### src/rtl/rv_x_regs_wb_sched.sv
// rv_x_regs_wb_sched: register-file write-port scheduler, ALU vs LSU.
// Tracks pending LSU writes in a scoreboard and gates issue on hazards.
//
// Ports:
//   clock, reset          clock, async active-low reset
//   issue_valid/long/rd/rs1/rs2, issue_ready   issue-stage handshake
//   alu_wb_valid/rd/value                       ALU writeback (always wins)
//   lsu_wb_valid/rd/value, lsu_wb_ready         LSU writeback handshake
//   rd, rd_store_value    registered regfile write port (rd=0: no write)
//   busy                  pending LSU write scoreboard, bit 0 tied 0
module rv_x_regs_wb_sched #(
  parameter int unsigned STARVE_LIMIT = 4
) (
  input  logic        clock,
  input  logic        reset,
  input  logic        issue_valid,
  input  logic        issue_long,
  input  logic [4:0]  issue_rd,
  input  logic [4:0]  issue_rs1,
  input  logic [4:0]  issue_rs2,
  output logic        issue_ready,
  input  logic        alu_wb_valid,
  input  logic [4:0]  alu_wb_rd,
  input  logic [31:0] alu_wb_value,
  input  logic        lsu_wb_valid,
  output logic        lsu_wb_ready,
  input  logic [4:0]  lsu_wb_rd,
  input  logic [31:0] lsu_wb_value,
  output logic [4:0]  rd,
  output logic [31:0] rd_store_value,
  output logic [31:0] busy
);

  typedef struct packed {
    logic [4:0]  rd;
    logic [31:0] value;
  } wb_ent_t;

  localparam logic [3:0] LIMIT = 4'(STARVE_LIMIT);

  wb_ent_t     slot_q;
  logic        slot_valid;
  logic [3:0]  starve_q;
  logic        hold;
  logic        wb_from_lsu;

  logic        lsu_fire;
  logic        slot_drain;
  logic        issue_set;
  logic [4:0]  sel_rd;
  logic [31:0] sel_value;
  logic        sel_lsu;
  logic [31:0] busy_set;
  logic [31:0] busy_clr;
  logic [31:0] busy_d;

  assign hold         = (starve_q == LIMIT);
  assign lsu_wb_ready = !slot_valid || !alu_wb_valid;
  assign lsu_fire     = lsu_wb_valid && lsu_wb_ready;
  assign slot_drain   = slot_valid && !alu_wb_valid;

  assign issue_ready = !hold
                    && !busy[issue_rs1]
                    && !busy[issue_rs2]
                    && !busy[issue_rd];

  assign issue_set = issue_valid && issue_ready
                  && issue_long && (issue_rd != 5'd0);

  // ALU and a draining slot are mutually exclusive.
  always_comb begin
    sel_rd    = 5'd0;
    sel_value = rd_store_value;
    sel_lsu   = 1'b0;
    unique case (1'b1)
      alu_wb_valid: begin
        sel_rd    = alu_wb_rd;
        sel_value = alu_wb_value;
      end
      slot_drain: begin
        sel_rd    = slot_q.rd;
        sel_value = slot_q.value;
        sel_lsu   = 1'b1;
      end
      default: ;
    endcase
  end

  // Clear lands on the same edge the regfile commits the LSU value.
  always_comb begin
    busy_clr = '0;
    busy_set = '0;
    if (wb_from_lsu && (rd != 5'd0))
      busy_clr = 32'd1 << rd;
    if (issue_set)
      busy_set = 32'd1 << issue_rd;
    busy_d = ((busy & ~busy_clr) | busy_set) & ~32'd1;
  end

  always_ff @(posedge clock or negedge reset) begin
    if (!reset) begin
      rd             <= 5'd0;
      rd_store_value <= 32'd0;
      wb_from_lsu    <= 1'b0;
    end else begin
      rd             <= sel_rd;
      rd_store_value <= sel_value;
      wb_from_lsu    <= sel_lsu;
    end
  end

  always_ff @(posedge clock or negedge reset) begin
    if (!reset)
      busy <= '0;
    else
      busy <= busy_d;
  end

  // A handshake is only possible when the slot is empty or draining,
  // so a fill simply overwrites whatever was there.
  always_ff @(posedge clock or negedge reset) begin
    if (!reset) begin
      slot_valid <= 1'b0;
      slot_q     <= '0;
    end else if (lsu_fire) begin
      slot_valid <= 1'b1;
      slot_q     <= '{rd: lsu_wb_rd, value: lsu_wb_value};
    end else if (slot_drain) begin
      slot_valid <= 1'b0;
    end
  end

  // Counts cycles the queued LSU write loses to the ALU.
  always_ff @(posedge clock or negedge reset) begin
    if (!reset)
      starve_q <= 4'd0;
    else if (!slot_valid || !alu_wb_valid)
      starve_q <= 4'd0;
    else if (!hold)
      starve_q <= starve_q + 4'd1;
  end

endmodule

### config.mk
export PLATFORM = sky130hd
export DESIGN_NAME = rv_x_regs_wb_sched
export DESIGN_NICKNAME = d
export VERILOG_FILES = /design/src/rtl/rv_x_regs_wb_sched.sv
export SDC_FILE = /design/constraint.sdc
export NUM_CORES = 1
export LEC_CHECK = 0
export BUFFER_PORTS_ARGS = -buffer_cell sky130_fd_sc_hd__buf_2
export CORE_MARGIN = 10
export CORE_UTILIZATION = 49
export CTS_CLUSTER_SIZE = 8
export DETAILED_ROUTE_END_ITERATION = 7
export PLACE_DENSITY = 0.76
export SYNTH_ARGS = -nofsm -noshare
export SYNTH_HDL_FRONTEND = slang
export SYNTH_SLANG_ARGS = --single-unit
### constraint.sdc
create_clock -name clock -period 3.4 [get_ports clock]
set_input_delay 0.51 -clock clock [delete_from_list [all_inputs] [get_ports clock]]
set_output_delay 0.51 -clock clock [all_outputs]
set_load 0.02 [all_outputs]
==> flow_summary.toml <==
[clock_network]
cts_setup_buffers = 0
cts_root_buf = "clkbuf_16"
clock_path_buffers = 2
cts_buffers = 9
htree_levels = 3
clkTransAtPathRegs_ns = 0.07
clkLatencyLatePin_ns = 0.35
clock_sinks = 111
cts-resized-gates = 0
cts_tree = "built"
holdBufCountCts = 0

[yosys]
syn-num-nets = 626
synth_top_area_share = 0.4732
async_reset_ff_frac = 1.000
post-synth-top-area-cell = "dfrtp_1"
synth_common_cells = "dfrtp_1, o21ai_0, mux2i_1"
ys_top_cells_by_area = "dfrtp_1, mux2i_1, mux2_2"
ys.warnings.count = 0
avgSynthCellArea_um2 = 11.10
yosysMostFrequentCell = "dfrtp_1"
ys.flop_type = "dfrtp_1"
syn_inst = 529
ys_seq_area_frac = 0.4732
synth-seq-cells = 111
yosysUniqueCellTypes = 57
netlist_area_mm2 = 0.005869
synth_edf_count = 0

[min_path]
holdCritStartpoint = "alu_wb_value[2]"
min_path_type = "input port to flip-flop"
whs_path_depth = 3
min_to = "rd_store_value[2]"

[pwr]
power.leakage_nw = 3.201
peakVddDrop_mv = 0.3248
total_power_mw = 4.284
power_density_mw_per_mm2 = 608.4

[finish]
nNetsFinal = 769
drive_above_1_share = 0.3752
nFillCells = 962
post-route-util = 0.6088
diodes = 0
syn2layout_area_growth_pct = 19.95

[critical_path]
worstPathRequired_ns = 2.89
path_cells = "mux4_2, or2_0, a41oi_2, nand2_4, nor3_1, buf_2"
start_kind = "flip-flop"
r2r-start = "starve_q[0]"
ff2ff_path_depth = 7
cp_slowest_cell = "mux4_2"
worstSetupPathType = "flip-flop to output port"
timing.rr.end = "busy[28]"
end_kind = "output port"
cp_slowest_stage_delay_ns = 0.49
worst-r2r-setup-slack_ns = 0.87
cp_max_fo = 6
cp.arrival_ns = 2.40

[floorplanning]
core_mm2 = 0.01156
std_cell_rows = 39
initial_core_util = 0.5075
die_y_um = 129.4
pin_count = 166
die_w_um = 129.4
die_area_mm2 = 0.01676

[detailed_routing]
vias_per_cell = 6.006
wl_met3_um = 2122
wl_um = 17770
antenna_left = 0
drt_iter0_markers = 368
vias = 4925
highest_layer = "met5"
firstDrtPassIters = 5
wl_met1_um = 6889
wl_per_cell_um = 21.67
post-route-drc-count = 0
wl_met2_um = 8398

[timing]
timing.fmax_mhz = 344.2
finalSetupTns_ns = 0
worst_pin_slew_ns = 1.164
final-max-slew-violation-count = 0
setup_viol = 0
worst_slew_margin_rel = 0.2237
skew_ns = 0.006510
rsz0062_at_grt = "false"
period_minus_slack_ns = 2.905
hold_viol = 0
fin_crit_sh = 0.8545

[place]
dpl.hpwl_um = 12900
place.gp.congestion = 0.9130
numPortBuffers = 164

[grt]
first_global_vias = 5114
track_usage = 0.2109
grt_max_degree = 94
grt_pass1_wl_um = 27920
antenna_found_initial = 3
grt_overflow = 0

[run]
cap_violations = 0

[status]
outcome = "finished, final reports clean"
through the flow:
stage,setup WS (ns),hold WS [ns],cells,instance area (µm²)
floorplan,0.5433,0.2144,529,5869
global placement,0.6020,0.4748,804,6719
detailed placement,0.5435,0.4755,804,6719
CTS,0.4951,0.3597,820,7041
global route,0.3561,0.3634,820,7041
finish,0.4947,0.3611,820,7041
worst max-delay path, delay by kind of cell, from the launching register on:
kind | cells | cell delay [ns]
compound gates | 1 | 0.37
buf+inv | 1 | 0.21
flops | 1 | 0.46
mux | 1 | 0.49
simple gates | 3 | 0.52
flip-flops by register name, summed over array words and instances (netlist names):
| name | flops |
|---|---|
| slot_q | 37 |
| wb_from_lsu | 1 |
| slot_valid | 1 |
| starve_q | 4 |
| rd | 5 |
| busy | 31 |
| rd_store_value | 32 |
power breakdown:
group	internal, mW	total [mW]	switching, mW
Clock	0.649	1.13	0.486
Combinational	0.533	1.26	0.729
Sequential	1.56	1.89	0.322
how the worst max path moves through the flow:
stage,depth (start not counted),end,startpoint,slack [ns]
4_1_cts,6,issue_ready,busy[27],0.50
2_1_floorplan,8,issue_ready,issue_rs2[2],0.54
3_5_place_dp,8,issue_ready,issue_rs2[1],0.54
3_3_place_gp,7,issue_ready,issue_rs2[0],0.60
5_1_grt,6,issue_ready,busy[27],0.36
6_report,6,issue_ready,busy[27],0.49
cell usage in the layout, fill, tap and decap left out, types with 3 or more instances in the layout:
master	n
a2111oi_0	5
a21oi_1	8
a22o_1	6
a31oi_1	3
and2_1	3
and3_1	5
buf_2	163
buf_4	8
clkbuf_16	9
dfrtp_1	110
inv_1	11
mux2_2	39
mux2i_1	49
mux4_2	10
nand2_1	45
nand2b_1	7
nand3_1	15
nand3b_1	6
nand4_1	6
nor2_1	16
nor2b_1	10
nor3_1	4
o21ai_0	62
o21ai_1	6
o31ai_1	15
o41ai_1	5
o41ai_2	7
or3_1	3
layer usage:
metal / vias to the layer above / global-route usage
met5: - / 0
li1: 2238 / -
met4: 6 / 0.05952
met1: 2394 / 0.2587
met2: 253 / 0.3391
met3: 34 / 0.08361
logic make-up (layout without fill, tap and decap cells):
kind of cell / Yosys count / in the layout / synth area share
and+or+nand+nor: 130 / 130 / 0.1143
other: 1 / 1 / 0.0006389
buffers and inverters: 51 / 199 / 0.04285
adders and majority gates: 2 / 2 / 0.004263
DFF: 111 / 111 / 0.4732
muxes: 100 / 100 / 0.2038
AOI/OAI and AO/OA: 132 / 132 / 0.1580
xor gates and xnor gates: 2 / 2 / 0.002985
layout make-up:
| type | count | area (µm²) | area share |
|---|---|---|---|
| inverters | 12 | 45.04 | 0.006398 |
| multi-input cells | 367 | 2840 | 0.4034 |
| clock buffers | 9 | 225.2 | 0.03199 |
| clock inverters | 7 | 96.34 | 0.01368 |
| well taps | 143 | 178.9 | 0.02541 |
| flip-flops and latches | 111 | 2779 | 0.3947 |
| repair buffers | 171 | 875.8 | 0.1244 |
No activity file was read; power rests on OpenSTA's default activity.
